$ cat src/rtl/range_pkg.sv
// Shared types and widths for the range scan controller.
package range_pkg;

    localparam int RAM_WORDS_DEF     = 256;
    localparam int RAM_ADDR_BITS_DEF = 8;
    localparam int CNT_W             = 16;
    localparam int START_W           = 32;
    localparam int N_W               = 22;

    typedef enum logic [2:0] {
        IDLE,
        LAUNCH,
        WAIT,
        SCAN,
        DRAIN,
        DONE
    } scan_state_t;

endpackage

$ cat src/rtl/scan_max_tracker.sv
// Aligns returned counts with their read addresses and keeps the running max.
// The first returned word of a scan always loads, so an all-zero range reports
// max_n = base; later words replace it only when strictly greater, so ties keep
// the lowest address.
module scan_max_tracker
    import range_pkg::*;
#(
    parameter int ADDR_BITS = RAM_ADDR_BITS_DEF,
    parameter int RD_LAT    = 1
) (
    input  logic                 clk,
    input  logic                 reset,
    input  logic                 clear,
    input  logic                 issue,
    input  logic [ADDR_BITS-1:0] issue_addr,
    input  logic [N_W-1:0]       base,
    input  logic [CNT_W-1:0]     rng_count,
    output logic [CNT_W-1:0]     max_count,
    output logic [N_W-1:0]       max_n
);

    logic [RD_LAT-1:0]                vld_q;
    logic [RD_LAT-1:0][ADDR_BITS-1:0] tag_q;
    logic                             first_q;
    logic [CNT_W-1:0]                 max_count_q;
    logic [N_W-1:0]                   max_n_q;
    logic                             hit;

    assign hit       = vld_q[RD_LAT-1] && (first_q || (rng_count > max_count_q));
    assign max_count = max_count_q;
    assign max_n     = max_n_q;

    // Tag pipe shift and max update; clear also flushes anything in flight.
    always_ff @(posedge clk) begin
        if (reset || clear) begin
            vld_q       <= '0;
            tag_q       <= '0;
            first_q     <= 1'b1;
            max_count_q <= '0;
            max_n_q     <= '0;
        end else begin
            vld_q[0] <= issue;
            tag_q[0] <= issue_addr;
            for (int i = 1; i < RD_LAT; i++) begin
                vld_q[i] <= vld_q[i-1];
                tag_q[i] <= tag_q[i-1];
            end
            if (hit) begin
                first_q     <= 1'b0;
                max_count_q <= rng_count;
                max_n_q     <= base + N_W'(tag_q[RD_LAT-1]);
            end
        end
    end

endmodule

$ cat src/rtl/range_scan_ctrl.sv
// Range scan controller: launches the range unit, waits for completion, then
// walks every result word and reports the largest count and its n.
// Optional feature macro: SCAN_TIMEOUT_EN bounds the WAIT state by TIMEOUT
// cycles and reports expiry on error.
module range_scan_ctrl
    import range_pkg::*;
#(
    parameter int RAM_WORDS     = RAM_WORDS_DEF,
    parameter int RAM_ADDR_BITS = RAM_ADDR_BITS_DEF,
    parameter int RD_LAT        = 1,
    parameter int TIMEOUT       = 50_000_000
) (
    input  logic                     clk,
    input  logic                     reset,
    input  logic                     scan_req,
    input  logic [N_W-1:0]           base,
    input  logic [RAM_ADDR_BITS-1:0] user_addr,
    output logic                     rng_go,
    output logic [START_W-1:0]       rng_start,
    input  logic                     rng_done,
    input  logic [CNT_W-1:0]         rng_count,
    output logic                     busy,
    output logic                     result_valid,
    output logic [CNT_W-1:0]         max_count,
    output logic [N_W-1:0]           max_n,
    output logic                     error
);

    scan_state_t              state_q, state_d;
    logic [N_W-1:0]           base_q, base_d;
    logic [RAM_ADDR_BITS-1:0] addr_q, addr_d;
    logic [2:0]               drain_q, drain_d;
    logic                     rv_q, rv_d;
    logic                     clear;
    logic                     issue;

`ifdef SCAN_TIMEOUT_EN
    logic [31:0]              tmo_q, tmo_d;
    logic                     err_q, err_d;
`endif

    // Next state, datapath controls and port arbitration.
    always_comb begin
        state_d = state_q;
        base_d  = base_q;
        addr_d  = addr_q;
        drain_d = drain_q;
        rv_d    = rv_q;
        clear   = 1'b0;
`ifdef SCAN_TIMEOUT_EN
        err_d   = err_q;
        tmo_d   = '0;
`endif
        case (state_q)
            IDLE, DONE: begin
                if (scan_req) begin
                    state_d = LAUNCH;
                    base_d  = base;
                    rv_d    = 1'b0;
                    clear   = 1'b1;
`ifdef SCAN_TIMEOUT_EN
                    err_d   = 1'b0;
`endif
                end
            end
            LAUNCH: state_d = WAIT;
            WAIT: begin
                if (rng_done) begin
                    state_d = SCAN;
                    addr_d  = '0;
                end
`ifdef SCAN_TIMEOUT_EN
                else if (tmo_q == 32'(TIMEOUT - 1)) begin
                    state_d = IDLE;
                    err_d   = 1'b1;
                end else begin
                    tmo_d = tmo_q + 32'd1;
                end
`endif
            end
            SCAN: begin
                if (addr_q == RAM_ADDR_BITS'(RAM_WORDS - 1)) begin
                    state_d = DRAIN;
                    drain_d = '0;
                end else begin
                    addr_d = addr_q + 1'b1;
                end
            end
            DRAIN: begin
                // Last read returns during the RD_LAT-th drain cycle.
                if (drain_q == 3'(RD_LAT - 1)) begin
                    state_d = DONE;
                    rv_d    = 1'b1;
                end else begin
                    drain_d = drain_q + 3'd1;
                end
            end
            default: state_d = IDLE;
        endcase

        rng_go = (state_q == LAUNCH);
        busy   = (state_q == LAUNCH) || (state_q == WAIT) ||
                 (state_q == SCAN)   || (state_q == DRAIN);
        issue  = (state_q == SCAN);
        case (state_q)
            IDLE, DONE:   rng_start = START_W'(user_addr);
            LAUNCH, WAIT: rng_start = START_W'(base_q);
            default:      rng_start = START_W'(addr_q);
        endcase
    end

    // Control state registers.
    always_ff @(posedge clk) begin
        if (reset) begin
            state_q <= IDLE;
            base_q  <= '0;
            addr_q  <= '0;
            drain_q <= '0;
            rv_q    <= 1'b0;
        end else begin
            state_q <= state_d;
            base_q  <= base_d;
            addr_q  <= addr_d;
            drain_q <= drain_d;
            rv_q    <= rv_d;
        end
    end

`ifdef SCAN_TIMEOUT_EN
    // WAIT cycle counter and sticky timeout flag.
    always_ff @(posedge clk) begin
        if (reset) begin
            tmo_q <= '0;
            err_q <= 1'b0;
        end else begin
            tmo_q <= tmo_d;
            err_q <= err_d;
        end
    end
    assign error = err_q;
`else
    assign error = 1'b0;
`endif

    assign result_valid = rv_q;

    scan_max_tracker #(
        .ADDR_BITS (RAM_ADDR_BITS),
        .RD_LAT    (RD_LAT)
    ) u_tracker (
        .clk        (clk),
        .reset      (reset),
        .clear      (clear),
        .issue      (issue),
        .issue_addr (addr_q),
        .base       (base_q),
        .rng_count  (rng_count),
        .max_count  (max_count),
        .max_n      (max_n)
    );

endmodule

$ cat config.mk
export PLATFORM = sky130hd
export DESIGN_NAME = range_scan_ctrl
export DESIGN_NICKNAME = d
export VERILOG_FILES = /design/src/rtl/range_pkg.sv /design/src/rtl/scan_max_tracker.sv /design/src/rtl/range_scan_ctrl.sv
export SDC_FILE = /design/constraint.sdc
export NUM_CORES = 1
export LEC_CHECK = 0
export CORE_UTILIZATION = 44
export DETAILED_ROUTE_END_ITERATION = 8
export PLACE_DENSITY = 0.73
export SYNTH_ARGS = -nofsm -noshare
export SYNTH_HDL_FRONTEND = slang
export SYNTH_HIERARCHICAL = 1
export SYNTH_SLANG_ARGS = --single-unit
$ cat constraint.sdc
create_clock -name clk -period 2.9 [get_ports clk]
set_input_delay 0.87 -clock clk [delete_from_list [all_inputs] [get_ports clk]]
set_output_delay 0.87 -clock clk [all_outputs]
set_load 0.02 [all_outputs]
==> results of run 1 <==
how the worst min path moves through the flow:
| stage | from | endpoint | slack (ns) | depth (start not counted) |
|---|---|---|---|---|
| 6_report | u_tracker/max_n[0] | u_tracker/max_n[0] | 0.46 | 2 |
| 4_1_cts | u_tracker/max_n[0] | u_tracker/max_n[0] | 0.46 | 2 |
| 2_1_floorplan | addr_q[5] | u_tracker/tag_q[5] | 0.42 | 1 |
| 5_1_grt | u_tracker/max_n[8] | u_tracker/max_n[8] | 0.48 | 2 |
| 3_3_place_gp | u_tracker/max_n[4] | u_tracker/max_n[4] | 0.44 | 2 |
| 3_5_place_dp | u_tracker/max_n[0] | u_tracker/max_n[0] | 0.45 | 2 |
state kept, by name, indices dropped and copies added, names as in the netlist, 3 cells and up:
name                 flops
u_tracker/max_n         22
drain_q                  3
state_q                  3
addr_q                   8
u_tracker/tag_q          8
u_tracker/max_count     16
base_q                  22
critical path, stage by stage:
cell and delay, ns:
clkdlybuf4s50_1 0.44, ha_1 0.30, nand2_1 0.05, or4_4 0.51, a21o_1 0.20, a31oi_4 0.23
buf_6 0.16, clkbuf_16 0.15, nand3_1 0.11, o31ai_1 0.10
kinds of logic (layout without fill, tap and decap cells):
family	Yosys count	in the layout	share of synthesized area, %
flip-flops	85	85	35.37
buffers and inverters	81	184	8.140
other	1	11	0.07795
AO/OA/AOI/OAI	148	148	19.64
XOR/XNOR	17	17	3.251
multiplexers	2	2	0.4161
adder cells (fa/ha/maj)	28	28	7.438
AND/OR/NAND/NOR	250	250	25.67
report_power, final:
part	total [uW]	leakage, uW	switching (uW)	internal (uW)
logic	1910	0.00183	1100	810
clock network	835	0.0000879	436	399
registers	1420	0.000689	144	1280
metrics by stage:
stage	TNS (ns)	cells	worst slack, ns
finish	0	861	0.03041
global route	-0.01409	861	-0.007367
detailed placement	-14.81	841	-0.4417
global placement	-12.57	841	-0.3622
floorplan	0	622	0.2044
CTS	-0.05205	860	-0.02086
timing repair:
item / CTS / global route
pin swaps: 4 / 13
gates cloned: 1 / 1
hold endpoints to repair: 0 / 0
hold buffers: 0 / 0
setup endpoints to repair: 35 / 55
gates resized for setup: 34 / 41
setup buffers: 2 / 0
metal layers:
| layer | global-route usage (%) | vias up | part of all wire (%) | wire length [um] |
|---|---|---|---|---|
| li1 | - | 2328 | - | - |
| met1 | 28.12 | 2220 | 44 | 5739 |
| met2 | 38.43 | 159 | 49 | 6424 |
| met3 | 4.231 | 24 | 4.9 | 643 |
| met4 | 6.164 | 0 | 1.6 | 212 |
| met5 | 0 | - | 0 | 0 |
cells in the final DEF, fill, tap and decap left out, drive strengths merged, types with 3 or more instances in the layout:
| cell type | Yosys | final |
|---|---|---|
| a211oi | 7 | 7 |
| a21o | 3 | 3 |
| a21oi | 51 | 51 |
| a31oi | 9 | 9 |
| and2 | 24 | 24 |
| buf | 28 | 26 |
| clkbuf | 22 | 14 |
| clkdlybuf4s50 | 0 | 79 |
| clkinvlp | 0 | 4 |
| conb | 1 | 11 |
| dfxtp | 85 | 85 |
| dlygate4sd2 | 0 | 5 |
| dlymetal6s2s | 0 | 20 |
| ha | 27 | 27 |
| inv | 30 | 31 |
| nand2 | 84 | 84 |
| nand2b | 8 | 8 |
| nand3 | 42 | 42 |
| nand3b | 4 | 4 |
| nand4 | 8 | 8 |
| nor2 | 36 | 36 |
| nor3 | 21 | 21 |
| o211ai | 3 | 3 |
| o21ai | 40 | 40 |
| o221a | 7 | 7 |
| o31ai | 17 | 17 |
| or2 | 3 | 3 |
| or3 | 4 | 4 |
| or4 | 4 | 4 |
| xnor2 | 14 | 14 |
| xor2 | 3 | 3 |
layout make-up:
| cell class | count | share of cell area (%) |
|---|---|---|
| Inverter | 31 | 1.789 |
| Tap cell | 136 | 2.616 |
| Timing Repair Buffer | 137 | 21.68 |
| Multi-Input combinational cell | 456 | 44.63 |
| Clock buffer | 9 | 1.905 |
| Clock inverter | 7 | 1.135 |
| Sequential cell | 85 | 26.24 |
==> results.md, run 1 <==
- R2R setup slack: 0.46 ns
- DIE HEIGHT: 106.6 um
- Startpoint types: input port
- Worst path arrival time: 3.12 ns
- F_max: 348.5 MHz
- CTS tree: yes
- Syn_area_per_cell: 7.861 um2
- WP data required: 3.15 ns
- GRT overflow: 0
- All-Layer GR Usage: 22.27%
- Design Area, Final: 6504 um2
- First-pass GRT wire length: 20.52 mm
- FF-to-FF End: u_tracker/max_count[2]
- Min Hold Slack: 0.4567 ns
- CTS Buffer Depth: 2
- Footprint of the multi-input gates: 2903 um2
- Setup crit end: u_tracker/max_count[2]
- Status: completed
- Ant. Diodes: 0
- Worst-margin pin slew: 0.7659 ns
- Vias/cell: 5.495
- Setup crit start: rng_count[4]
- R2r worst-path depth: 10
- Full die area: 11360 um2
- Root buf cell: clkbuf_8
- Clock transition at the registers of the reported paths: 0.09 ns
- Critical path start-end classification: input port to flip-flop
- Share of the synthesized area in the top cell type: 35.37%
- Top-level I/O count: 124
- Buffers on Ports: 112
- Drt total wl: 13.02 mm
- CTS sink count: 85
- Iteration-0 DRC Markers: 245
- Nets@finish: 798
- GPL Wtd Cong: 0.8887
- Hold WC Path Type: flip-flop to flip-flop
- CTS buffer count: 9
- Post-DRT Antenna Nets: 0
- Layout Utilization: 62.16%
- Post-layout min period: 2.870 ns
- Core Area: 10460 um2
- Post-synthesis cell type count: 61
- Synth area leaders: dfxtp_1, ha_1, nand2_1
- Top-count cell post-synth: dfxtp_1
- Top cells by count, synth: dfxtp_1, nand2_1, a21oi_1
- Sequential element share of the synthesized area: 35.37%
- Max IR drop VDD: 0.5847 mV
- Yosys warns: 6
- Max-slew violations: 0
- Reg area: 1707 um2
- Worst skew pair latency: 0.35 ns
- Initial antenna violation count: 0
- CP Capture Type: flip-flop
- Power Dens Cells: 640.6 nW/um2
- Cells after synthesis: 612
- Layout cells sized above 1: 11.59%
- Synthesized area: 4811 um2
- Starting density of the core: 45.98%
- Detailed-placement wirelength estimate: 9.140 mm
- Max-cap violations: 0
- Yosys top cell by area: dfxtp_1
- Register bit total from synthesis: 85
- CP max FO: 12
- Area post-placement: 6076 um2
- Post-synth EDFFs: 0
- Post-synth ARST share: 0%
- Synth-to-layout area growth: 35.19%
- DR vias: 4731
- Largest net degree at the start of global routing: 35
- Site row count: 37
- Post-route DRC: 0
- Main synth FF type: dfxtp_1
- Vias in the first global route: 4404
- WL/cell: 15.12 um
- Relative slew slack: 48.51%
- Clock H-tree levels: 3
- Clock Skew: 0.009398 ns
- Reg-to-Reg Start: u_tracker/max_count[15]
- Die X: 106.6 um
- Fin crit share: 98.95%
- LEAKAGE: 0.002612 uW
- Power Total: 4166 uW
- Fin. Hold Viols: 0
- Final setup fails: 0
- Fillers: 935
- Drt first pass iters: 5
(Power assumes the default switching activity.)
==> run 2: changes to the inputs <==
SLEW_MARGIN = 0   (was not set)
==> results of run 2 <==
Same layout as run 1: the final DEF is identical, and so are final timing and power.
